### src/rtl/div_pkg.sv
// ---------------------------------------------------------------------------
// div_pkg
// Shared definitions for the sequential restoring divider.
//   state_t      : FSM state encoding (IDLE / RUN / DONE)
//   count_width  : width of the iteration counter for a given operand width
//                  (must be able to hold the value WIDTH itself)
// ---------------------------------------------------------------------------
package div_pkg;

    typedef enum logic [1:0] {
        S_IDLE = 2'b00,
        S_RUN  = 2'b01,
        S_DONE = 2'b10
    } state_t;

    function automatic int count_width(input int width);
        return $clog2(width) + 1;
    endfunction

endpackage

### src/rtl/div_step.sv
// ---------------------------------------------------------------------------
// div_step
// One combinational iteration of a restoring divider: trial-subtract the
// divisor from the shifted partial remainder and restore on underflow.
// Ports:
//   r_shifted [WIDTH:0]   partial remainder after the left shift
//   d         [WIDTH-1:0] divisor
//   r_next    [WIDTH:0]   new partial remainder (difference or restored)
//   q_bit                 quotient bit produced by this step
// ---------------------------------------------------------------------------
module div_step #(
    parameter int WIDTH = 4
) (
    input  logic [WIDTH:0]   r_shifted,
    input  logic [WIDTH-1:0] d,
    output logic [WIDTH:0]   r_next,
    output logic             q_bit
);

    logic [WIDTH:0]   d_ext;
    logic [WIDTH:0]   diff;
    logic [WIDTH+1:0] borrow;

    assign d_ext     = {1'b0, d};
    assign borrow[0] = 1'b0;

    // Ripple-borrow subtractor, one full subtractor per bit.
    generate
        for (genvar gi = 0; gi <= WIDTH; gi++) begin : g_sub
            assign diff[gi]       = r_shifted[gi] ^ d_ext[gi] ^ borrow[gi];
            assign borrow[gi + 1] = (~r_shifted[gi] & d_ext[gi])
                                  | (~(r_shifted[gi] ^ d_ext[gi]) & borrow[gi]);
        end
    endgenerate

    // The final borrow-out is the sign of the trial difference. Because the
    // partial remainder stays below the divisor, the shifted value is below
    // twice the divisor and this agrees with the MSB of the difference.
    assign q_bit  = ~borrow[WIDTH + 1];
    assign r_next = q_bit ? diff : r_shifted;

endmodule

### src/rtl/seq_divider.sv
// ---------------------------------------------------------------------------
// seq_divider
// Multi-cycle unsigned restoring divider, one quotient bit per clock, with a
// start/busy/done handshake.
// Ports:
//   clk          rising-edge clock
//   rst_n        synchronous active-low reset
//   start        request, accepted in IDLE or DONE
//   dividend     numerator, captured on the accepting edge
//   divisor      denominator, captured on the accepting edge
//   busy         high while iterating
//   done         one-cycle pulse, results valid from this cycle
//   quotient     result, held until a new result is produced
//   remainder    result, held until a new result is produced
//   div_by_zero  set with done when the captured divisor was 0
// ---------------------------------------------------------------------------
module seq_divider
    import div_pkg::*;
#(
    parameter int WIDTH = 4
) (
    input  logic             clk,
    input  logic             rst_n,
    input  logic             start,
    input  logic [WIDTH-1:0] dividend,
    input  logic [WIDTH-1:0] divisor,
    output logic             busy,
    output logic             done,
    output logic [WIDTH-1:0] quotient,
    output logic [WIDTH-1:0] remainder,
    output logic             div_by_zero
);

    localparam int COUNT_W = count_width(WIDTH);

    state_t state_reg, state_next;

    logic [WIDTH-1:0]   q_reg;
    logic [WIDTH-1:0]   d_reg;
    logic [WIDTH:0]     r_reg;
    logic [COUNT_W-1:0] count_reg;
    logic [WIDTH-1:0]   quotient_reg;
    logic [WIDTH-1:0]   remainder_reg;
    logic               dbz_reg;

    logic               accept;
    logic               zero_div;
    logic               last_iter;
    logic [WIDTH:0]     r_shifted;
    logic [WIDTH:0]     r_next;
    logic [WIDTH-1:0]   q_next;
    logic               q_bit;

    assign accept    = start && ((state_reg == S_IDLE) || (state_reg == S_DONE));
    assign zero_div  = (divisor == '0);
    assign last_iter = (count_reg == COUNT_W'(1));

    // {R,Q} shifted left by one: the dividend MSB moves into the remainder.
    assign r_shifted = {r_reg[WIDTH-1:0], q_reg[WIDTH-1]};
    assign q_next    = {q_reg[WIDTH-2:0], q_bit};

    div_step #(
        .WIDTH     (WIDTH)
    ) u_step (
        .r_shifted (r_shifted),
        .d         (d_reg),
        .r_next    (r_next),
        .q_bit     (q_bit)
    );

    // ---------------- FSM: state register ----------------
    always_ff @(posedge clk) begin
        if (!rst_n) begin
            state_reg <= S_IDLE;
        end else begin
            state_reg <= state_next;
        end
    end

    // ---------------- FSM: next-state logic ----------------
    always_comb begin
        state_next = state_reg;
        case (state_reg)
            S_IDLE: begin
                if (accept) begin
                    // A zero divisor bypasses iteration entirely.
                    state_next = zero_div ? S_DONE : S_RUN;
                end
            end
            S_RUN: begin
                if (last_iter) begin
                    state_next = S_DONE;
                end
            end
            S_DONE: begin
                if (accept) begin
                    state_next = zero_div ? S_DONE : S_RUN;
                end else begin
                    state_next = S_IDLE;
                end
            end
            default: state_next = S_IDLE;
        endcase
    end

    // ---------------- FSM: outputs ----------------
    always_comb begin
        busy = 1'b0;
        done = 1'b0;
        case (state_reg)
            S_RUN:   busy = 1'b1;
            S_DONE:  done = 1'b1;
            default: begin
                busy = 1'b0;
                done = 1'b0;
            end
        endcase
    end

    // ---------------- Datapath ----------------
    always_ff @(posedge clk) begin
        if (!rst_n) begin
            q_reg         <= '0;
            d_reg         <= '0;
            r_reg         <= '0;
            count_reg     <= '0;
            quotient_reg  <= '0;
            remainder_reg <= '0;
            dbz_reg       <= 1'b0;
        end else if (accept) begin
            q_reg     <= dividend;
            d_reg     <= divisor;
            r_reg     <= '0;
            count_reg <= COUNT_W'(WIDTH);
            dbz_reg   <= zero_div;
            if (zero_div) begin
                quotient_reg  <= '1;
                remainder_reg <= dividend;
            end
        end else if (state_reg == S_RUN) begin
            q_reg     <= q_next;
            r_reg     <= r_next;
            count_reg <= count_reg - COUNT_W'(1);
            if (last_iter) begin
                quotient_reg  <= q_next;
                remainder_reg <= r_next[WIDTH-1:0];
            end
        end
    end

    assign quotient    = quotient_reg;
    assign remainder   = remainder_reg;
    assign div_by_zero = dbz_reg;

endmodule

### config.mk
export PLATFORM = sky130hd
export DESIGN_NAME = seq_divider
export DESIGN_NICKNAME = d
export VERILOG_FILES = /design/src/rtl/div_pkg.sv /design/src/rtl/div_step.sv /design/src/rtl/seq_divider.sv
export SDC_FILE = /design/constraint.sdc
export NUM_CORES = 1
export LEC_CHECK = 0
export ABC_AREA = 1
export BUFFER_PORTS_ARGS = -buffer_cell sky130_fd_sc_hd__buf_2
export CORE_MARGIN = 3
export CORE_UTILIZATION = 35
export DETAILED_ROUTE_END_ITERATION = 16
export PLACE_DENSITY = 0.61
export SLEW_MARGIN = 0
export SYNTH_ARGS = -nofsm -noshare
export SYNTH_HDL_FRONTEND = slang
export SYNTH_SLANG_ARGS = --single-unit
### constraint.sdc
create_clock -name clk -period 2.5 [get_ports clk]
set_clock_uncertainty 0.2 [all_clocks]
set_input_delay 0 -clock clk [delete_from_list [all_inputs] [get_ports clk]]
set_output_delay 0 -clock clk [all_outputs]
set_load 0.03 [all_outputs]
==> reports/qor.yml, run 1 <==
power:
  powerDensity_nw_per_um2: 578
  ir_drop_uv: 388
  leakage_uw: 0.000855
  power_uw: 1000
critical_path:
  startpoint: "q_reg[3]"
  cp_cell_sequence: "inv_2 -> ha_4 -> fa_2 -> fa_2 -> fa_2 -> nand2_2 -> and2_1 -> o21ai_1 -> inv_1"
  cp-end-kind: "flip-flop"
  path_class: "flip-flop to flip-flop"
  cp_num_buf_inv: 2
  reg2reg_slack_ns: 0.01
  rr_startpoint: "q_reg[3]"
  cpMaxStageDelayCell: "fa_2"
  path_delay_family: "adder cells"
  crit_path_start_kind: "flip-flop"
  reg2regPathDepth: 9
  critPathMaxStageDelay_ns: 0.54
  cp_common_cell: "fa_2"
  cp.required_ns: 2.47
  r2r-end: "r_reg[3]"
  cp_max_fo: 2
  arrival_ns: 2.46
logic_synthesis:
  synthSimpleGateAreaFrac_pct: 34.4
  synthesis.nets: 205
  syn-cell-area_um2: 1330
  synth_cells: 188
  synth_xor_area_share_pct: 0
  synth_compound_area_share_pct: 8.66
  synthAdderAreaFrac_pct: 7.34
  synth.yosys.warnings: 0
  synth_top_family_by_area: "simple AND/OR/NAND/NOR gates"
  yosys_register_bits: 26
  ys_seq_area_share_pct: 39.2
  muxShareOfSynthArea_pct: 0
  syn_avg_cell_area_um2: 7.07
  synth_cell_types: 24
floorplan:
  start_util_pct: 38.0
  num_rows: 21
  die_w_um: 67.6
  fp.dieH_um: 67.6
  die_area_um2: 4570
  pin_count: 22
  core_area_um2: 3490
placed_design:
  port_buffers: 21
  hpwl_mm: 2.07
  globalplace.congestion: 0.746
  place_inst: 251
  dp_slack_ns: -0.0509
  placed_area_um2: 1470
global_routing:
  grt_pass1_wl_mm: 4.89
  overflow: 0
  antenna_found_initial: 0
  first_global_vias: 1098
  grt_max_degree: 18
  grt_usage_pct: 14.0
sta:
  maxSlewHeadroom_pct: 76.8
  fmax_mhz: 402
  fin_crit_sh_pct: 99.5
  drv_slew: 0
  holdWs_ns: 0.0691
  grt_setup_unrepaired: "true"
  layout_min_cycle_time_ns: 2.49
  hold_viol_final: 0
  setup-violations-final: 0
  worstMarginPinSlew_ns: 0.347
  setup_slack_ns: 0.0113
layout:
  nets: 241
  fin_area_um2: 1730
  final_cells: 268
  drive_above_1_share_pct: 26.1
  n_antenna_cell: 0
  syn_to_final_growth_pct: 30.2
clock_network:
  root_buffer: "clkbuf_8"
  path_clk_slew_ns: 0.09
  cts_max_path_buffers: 2
  cts_tree: "done"
  numCtsBuffers: 3
  ctsHtreeMaxLevel: 1
  insertion_delay_ns: 0.27
  numClockSinks: 26
detailed_routing:
  drtIter0Drc: 36
  viasPerCell: 4.57
  wl_met3_um: 133
  wl_met2_mm: 1.34
  drt_wl_total_mm: 2.93
  postRouteAntennaNets: 0
  first_pass_iters: 4
  num_vias: 1225
  wl_met1_mm: 1.44
  drc: 0
  highest_layer: "met4"
  wl_per_cell_um: 10.9
hold_path:
  hold_start: "start"
  hold_path_end: "state_reg[0]"
  holdCritPathClass: "input pin to flip-flop"
  min_delay_path_depth: 6
job:
  max_cap_viol_count: 0
status:
  status: "completed"
==> layout by cell type (no fill, tap or decap), drive strengths merged <==
cell	netlist	final
a21oi	6	6
dfxtp	26	26
buf	5	24
clkbuf	1	3
nand2	54	54
a31oi	4	4
a211oi	1	1
o211ai	1	1
inv	25	25
nor2	27	27
and2	4	4
nand3b	4	4
ha	3	3
clkinv	1	1
fa	3	3
o21ai	8	8
nand3	15	15
dlygate4sd3	0	13
==> power breakdown <==
| part | leakage [µW] | internal, µW | switching (µW) |
|---|---|---|---|
| combinational | 0.000620 | 133 | 174 |
| sequential | 0.000213 | 441 | 15.7 |
| clock | 0.0000216 | 108 | 129 |
==> layout make-up <==
class | count | area, µm²
fill | 363 | 1760
multi-input combinational | 130 | 749
sequential | 26 | 522
timing repair buffer | 37 | 262
inverter | 26 | 98.8
tap | 46 | 57.6
clock buffer | 3 | 41.3
==> layer usage <==
| layer | track usage (%) | up-vias |
|---|---|---|
| met2 | 23.6 | 24 |
| met3 | 3.00 | 2 |
| met1 | 18.2 | 547 |
| li1 | - | 652 |
| met4 | 3.04 | 0 |
| met5 | 0 | - |
==> stage by stage <==
step / setup TNS, ns / utilization, %
after CTS: 0 / 47.2
after global placement: -0.0223 / 42.1
after global routing: -0.650 / 49.5
after floorplan: 0 / -
final: 0 / 49.5
after detailed placement: -0.126 / 42.1
==> timing repair <==
action,CTS,global route
resized for setup,2,21
setup buffers,0,1
setup endpoints to repair,8,9
hold buffers,13,0
endpoints found under the hold margin,19,0
pin swaps,0,15
==> Yosys cell counts (all sizes together) <==
| master | count | share of area (%) |
|---|---|---|
| o211ai | 1 | 0.57 |
| clkinv | 1 | 0.38 |
| clkbuf | 1 | 0.28 |
| inv | 25 | 7.1 |
| and2 | 4 | 1.9 |
| fa | 3 | 4.5 |
| dfxtp | 26 | 39 |
| a211oi | 1 | 0.94 |
| a21oi | 6 | 2.3 |
| nand3 | 15 | 5.6 |
| nand2 | 54 | 16 |
| buf | 5 | 2.7 |
| a31oi | 4 | 1.9 |
| o21ai | 8 | 3.0 |
| nor2 | 27 | 8.8 |
| nand3b | 4 | 2.3 |
| ha | 3 | 2.8 |
==> worst register-to-register path: cells and delay by family, from the launching register on <==
kind	cells	cell delay, ns
simple gates	2	0.20
buf+inv	2	0.09
compound gates	1	0.11
flops	1	0.34
fa+ha+maj	4	1.45
==> kinds of logic (layout without fill, tap and decap cells) <==
logic type / after synthesis / after routing
AO/OA/AOI/OAI: 20 / 20
adder cells (fa/ha/maj): 6 / 6
buffers and inverters: 32 / 66
flip-flops: 26 / 26
AND/OR/NAND/NOR: 104 / 104
==> how the worst max path moves through the flow <==
stage	end	slack (ns)	cells past startpoint
floorplan	r_reg[3]	0.02	9
global placement	r_reg[3]	-0.02	9
detailed placement	r_reg[3]	-0.05	9
CTS	r_reg[3]	0.03	9
global route	remainder[2]	-0.10	11
finish	r_reg[3]	0.01	9
Note: power is estimated with default switching activity, not from simulation.
==> inputs of run 2 (changes only) <==
Settings changed: SYNTH_HIERARCHICAL set to 1.
==> run 2 against run 1 <==
Net effect: setup slack gained 0.051 ns; clock-buffer cell count is the same; area after synthesis is the same.
==> reports/qor.yml, run 2 <==
status:
  status: "completed"
placed_design:
  hpwl_mm: 2.16  # +4.2%
  port_buffers: 21  # unchanged
  dp_slack_ns: -0.0494  # +0.00154 ns
  globalplace.congestion: 0.770  # +3.2%
  place_inst: 250  # -0.40%
critical_path:
  reg2regPathDepth: 12  # +3
  crit_path_start_kind: "flip-flop"
  rr_startpoint: "q_reg[3]"
  reg2reg_slack_ns: 0.06  # +0.05 ns
  cp_max_fo: 2  # unchanged
  cp-end-kind: "flip-flop"
  r2r-end: "remainder[3]"
  path_class: "flip-flop to flip-flop"
  arrival_ns: 2.41  # -0.05 ns
  cp.required_ns: 2.48  # about the same
power:
  p_comb_share_pct: 23.5  # -7.1 points
  switchingPower_uw: 298  # -6.5%
  pwr-share-clk_pct: 33.2  # +9.5 points
  leakage_uw: 0.000823  # -3.8%
  power_uw: 1060  # +5.6%
  ir_drop_uv: 402  # +3.5%
  powerDensity_nw_per_um2: 612  # +5.9%
  intPower_uw: 759  # +11%
  seqPwrFrac_pct: 43.3  # -2.3 points
  switching_share_pct: 28.2  # -3.7 points
sta:
  holdWs_ns: 0.0503  # -0.0188 ns
  maxSlewHeadroom_pct: 76.4  # -0.42 points
  fmax_mhz: 410  # +2.1%
  setup_slack_ns: 0.0622  # +0.0508 ns
  grt_setup_unrepaired: "true"
  hold_viol_final: 0  # unchanged
  setup-violations-final: 0  # unchanged
  worstMarginPinSlew_ns: 0.353  # +0.00669 ns
  layout_min_cycle_time_ns: 2.44  # -0.0508 ns
  fin_crit_sh_pct: 97.5  # -2.0 points
  drv_slew: 0  # unchanged
hold_path:
  min_delay_path_depth: 4  # -2
  hold_path_end: "div_by_zero"
  hold_start: "start"
  holdCritPathClass: "input pin to flip-flop"
global_routing:
  grt_max_degree: 18  # unchanged
  grt_use_met1_pct: 21.4  # +3.2 points
  first_global_vias: 1170  # +6.6%
  grt_usage_pct: 15.1  # +1.2 points
  antenna_found_initial: 0  # unchanged
  overflow: 0  # unchanged
  grtUsageMet3_pct: 3.49  # +0.50 points
  grt_use_met2_pct: 23.8  # +0.24 points
  top_usage_layer: "met2"
  grt_pass1_wl_mm: 5.32  # +8.7%
floorplan:
  die_area_um2: 4570  # unchanged
  fp.dieH_um: 67.6  # unchanged
  num_rows: 21  # unchanged
  start_util_pct: 38.0  # unchanged
  die_w_um: 67.6  # unchanged
  pin_count: 22  # unchanged
  core_area_um2: 3490  # unchanged
clock_network:
  cts_tree: "done"
  postCtsSetupBuffers: 0  # unchanged
  numCtsBuffers: 3  # unchanged
  root_buffer: "clkbuf_8"
  insertion_delay_ns: 0.27  # about the same
  cts_max_path_buffers: 2  # unchanged
  numClockSinks: 26  # unchanged
  ctsHtreeMaxLevel: 1  # unchanged
  path_clk_slew_ns: 0.09  # about the same
layout:
  syn_to_final_growth_pct: 29.9
  n_antenna_cell: 0  # unchanged
  layout_commonest_cell: "nand2_1"
  fin_util_pct: 49.4  # -0.11 points
  final_cells: 271  # +1.1%
  nets: 243  # +0.83%
  drive_above_1_share_pct: 19.6  # -6.6 points
  final_cell_mix: "nand2_1, nor2_1, dfxtp_1"
  nFillCells: 349  # -3.9%
detailed_routing:
  drt_wl_total_mm: 2.99  # +2.1%
  drc: 0  # unchanged
  wl_per_cell_um: 11.0  # +0.95%
  postRouteAntennaNets: 0  # unchanged
  first_pass_iters: 4  # unchanged
  viasPerCell: 4.58  # +0.18%
  num_vias: 1241  # +1.3%
  drtIter0Drc: 72  # +100%
logic_synthesis:
  synth.yosys.warnings: 6  # +6
  syn-cell-area_um2: 1330  # unchanged
  syn_avg_cell_area_um2: 7.14  # +1.1%
  synthesis.nets: 203  # -0.98%
  synth_cells: 186  # -1.1%
job:
  max_cap_viol_count: 0  # unchanged
run 2: cell count changes in the layout (fill, tap and decap cells not counted), sizes merged:
cell / delta
a21oi: +10
nand2: -10
o21ai: +8
nor2: +6
nand3: -5
a31oi: -4
and2: -4
dlygate4sd3: +4
nand3b: -3
bufinv: +1
clkinv: -1
inv: +1
o211ai: -1
o21a: +1
run 2: per-layer routing:
metal  part of all wire [%]  vias to the layer above  wire length [µm]
li1                       -                      656                 -
met1                     52                      565              1550
met2                     45                       18              1340
met3                    3.0                        2                90
met4                   0.43                        0                13
met5                      0                        -                 0
run 2: worst max path at each step:
stage                   from            to  slack, ns
floorplan           q_reg[3]  remainder[3]       0.05
global placement    q_reg[3]  remainder[3]       0.01
detailed placement  q_reg[3]  remainder[3]      -0.05
CTS                 q_reg[3]  remainder[3]       0.03
global route        q_reg[3]  remainder[3]      -0.05
finish              q_reg[3]  remainder[3]       0.06
run 2: timing repair:
action | 4_1_cts | 5_1_grt
gates cloned | 0 | 0
hold buffers | 17 | 0
endpoints found under the setup margin | 4 | 8
gates resized for setup | 4 | 7
endpoints found under the hold margin | 19 | 0
pin swaps | 1 | 1
run 2: final cells by class:
| class | instances | area (µm²) | share of cell area, % |
|---|---|---|---|
| multi-input cells | 128 | 681 | 39.4 |
| flip-flops and latches | 26 | 522 | 30.2 |
| repair buffers | 41 | 298 | 17.2 |
| inverters | 26 | 97.6 | 5.65 |
| well taps | 46 | 57.6 | 3.33 |
| clock buffers | 3 | 41.3 | 2.39 |
| clock inverters | 1 | 30.0 | 1.74 |
run 2: power by group through the flow:
| stage | Sequential (µW) | Combinational (µW) | Clock, µW |
|---|---|---|---|
| after global routing | 461 | 287 | 381 |
| after detailed placement | 466 | 214 | 0 |
| after global placement | 465 | 213 | 0 |
| after CTS | 457 | 243 | 358 |
| final | 457 | 248 | 351 |
| after floorplan | 473 | 147 | 0 |
run 2: worst max-delay path, cell delays in order (launching register included):
cell and delay [ns]:
dfxtp_2 0.35, inv_2 0.04, ha_4 0.15, fa_2 0.33, fa_2 0.34, inv_2 0.06
fa_2 0.41, o21ai_1 0.09, nand2_1 0.09, nand2_1 0.07, nand2_1 0.06, a21oi_2 0.10
nor2_1 0.05
run 2: per-stage QoR:
| step | TNS [ns] | cell area (µm²) |
|---|---|---|
| after floorplan | 0 | 1330 |
| after global placement | 0 | 1460 |
| after detailed placement | -0.0890 | 1460 |
| after CTS | 0 | 1710 |
| after global routing | -0.0743 | 1730 |
| final | 0 | 1730 |
==> inputs of run 3 (changes only) <==
Settings changed: ABC_AREA 1 to 0, CORE_UTILIZATION 35 to 49, PLACE_DENSITY 0.61 to 0.79.
==> run 3 against run 2 <==
Net effect: the run now ends with setup timing left; setup slack worse by 0.20 ns; area after synthesis decreased by 3.6%; worst hold slack lost 0.0042 ns; final cell count fell by 23%; critical endpoint unchanged.
==> reports/qor.yml, run 3 <==
sta:
  maxSlewHeadroom_pct: 63.2  # -13 points
  setup-violations-final: 8  # +8
  worstMarginPinSlew_ns: 0.550  # +0.197 ns
  setup_slack_ns: -0.135  # -0.197 ns
  fin_crit_sh_pct: 105  # +7.9 points
  layout_min_cycle_time_ns: 2.64  # +0.197 ns
  drv_slew: 0  # unchanged
  fmax_mhz: 379  # -7.5%
  hold_viol_final: 0  # unchanged
  grt_setup_unrepaired: "true"
floorplan:
  start_util_pct: 54.8  # +17 points
  die_area_um2: 3260  # -29%
  num_rows: 17  # -19%
  core_area_um2: 2340  # -33%
  fp.dieH_um: 57.1  # -15%
  pin_count: 22  # unchanged
  die_w_um: 57.1  # -15%
placed_design:
  port_buffers: 21  # unchanged
  dp_slack_ns: -0.141  # -0.0913 ns
  hpwl_mm: 2.06  # -4.6%
  globalplace.congestion: 0.775  # +0.69%
layout:
  nFillCells: 172  # -51%
  nets: 200  # -18%
  drive_above_1_share_pct: 27.6  # +8.1 points
  layout_commonest_cell: "dfxtp_1"
  final_cell_mix: "dfxtp_1, buf_2, a21oi_1, nand2_1, dlygate4sd3_1"
  n_antenna_cell: 0  # unchanged
  syn_to_final_growth_pct: 30.8
power:
  leakage_uw: 0.000667  # -19%
  ir_drop_uv: 390  # -3.0%
  powerDensity_nw_per_um2: 571  # -6.8%
  power_uw: 956  # -9.5%
detailed_routing:
  wl_per_cell_um: 15.5  # +40%
  highest_layer: "met4"
  drtIter0Drc: 38  # -47%
  num_vias: 1203  # -3.1%
  first_pass_iters: 4  # unchanged
  wl_met3_um: 246  # +170%
  wl_met2_mm: 1.59  # +19%
  drc: 0  # unchanged
  postRouteAntennaNets: 0  # unchanged
  drt_wl_total_mm: 3.24  # +8.2%
  viasPerCell: 5.76  # +26%
  wl_met1_mm: 1.37  # -12%
critical_path:
  crit_path_start_kind: "flip-flop"
  cp.required_ns: 2.50  # +0.02 ns
  cp_max_fo: 2  # unchanged
  arrival_ns: 2.64  # +0.23 ns
  cp-end-kind: "flip-flop"
  path_class: "flip-flop to flip-flop"
clock_network:
  insertion_delay_ns: 0.32  # +0.05 ns
  numCtsBuffers: 3  # unchanged
  ctsHtreeMaxLevel: 1  # unchanged
  cts_max_path_buffers: 2  # unchanged
  root_buffer: "clkbuf_4"
  cts_tree: "done"
  path_clk_slew_ns: 0.14  # +0.05 ns
  numClockSinks: 26  # unchanged
logic_synthesis:
  syn-cell-area_um2: 1280  # -3.6%
  synth_cells: 140  # -25%
  synthesis.nets: 157  # -23%
  synth.yosys.warnings: 6  # unchanged
  syn_avg_cell_area_um2: 9.15  # +28%
job:
  max_cap_viol_count: 0  # unchanged
global_routing:
  grt_pass1_wl_mm: 5.29  # -0.51%
  first_global_vias: 1115  # -4.7%
  antenna_found_initial: 0  # unchanged
  grt_usage_pct: 20.1  # +5.0 points
  overflow: 0  # unchanged
  grt_max_degree: 23  # +5
status:
  status: "finished, violations left"
  violations: "setup timing"
hold_path:
  holdCritPathClass: "input pin to flip-flop"
## run 3: cell type report
class / instances / area (µm²) / share of cell area [%]
clock buffer: 3 / 22.5 / 1.34
timing repair buffer: 46 / 339 / 20.2
sequential: 26 / 523 / 31.2
inverter: 9 / 35.0 / 2.09
tap: 28 / 35.0 / 2.09
multi-input combinational: 97 / 721 / 43.0
## run 3: worst paths after layout
path / from / endpoint / slack, ns / depth (start not counted)
max reg2reg: q_reg[3] / remainder[3] / -0.14 / 9
min reg2reg: d_reg[0] / d_reg[0] / 0.29 / 2
max: q_reg[3] / remainder[3] / -0.14 / 9
min: rst_n / state_reg[0] / 0.05 / 3
## run 3: critical path, cell delays in order (launching register included)
cell and delay, ns:
dfxtp_2 0.37, inv_2 0.05, ha_4 0.16, fa_2 0.39
fa_2 0.35, inv_2 0.06, fa_2 0.42, mux2_4 0.27
mux2i_1 0.15, a211oi_1 0.09
## run 3: stage by stage
step                utilization (%)  cells  hold WS [ns]  setup TNS [ns]  instance area [µm²]
floorplan                         -    140       -0.0710         -0.0339                 1290
global placement               60.8    188        0.0709         -0.0803                 1420
detailed placement             60.8    188        0.0874          -0.424                 1420
CTS                            70.0    208        0.0264          -0.110                 1640
global route                   71.6    209        0.0535          -0.986                 1680
finish                         71.6    209        0.0461          -0.420                 1680
## run 3: timing repair
action,4_1_cts,5_1_grt
endpoints found under the hold margin,25,0
gates resized for setup,6,6
cloned,0,0
hold buffers,17,0
setup buffers,0,1
setup endpoints to repair,8,10
pin swaps,7,3
## run 3: power breakdown
group          leakage, µW  switching (µW)  internal, µW  total, µW
logic             0.000441             163           151        314
clock network    0.0000138             125          56.4        181
registers         0.000213            21.6           440        462
total             0.000667             309           647        956
## run 3: per-layer routing
| metal | vias to the layer above | track usage (%) |
|---|---|---|
| li1 | 571 | - |
| met1 | 563 | 28.2 |
| met2 | 63 | 32.1 |
| met3 | 6 | 3.39 |
| met4 | 0 | 5.30 |
| met5 | - | 0 |
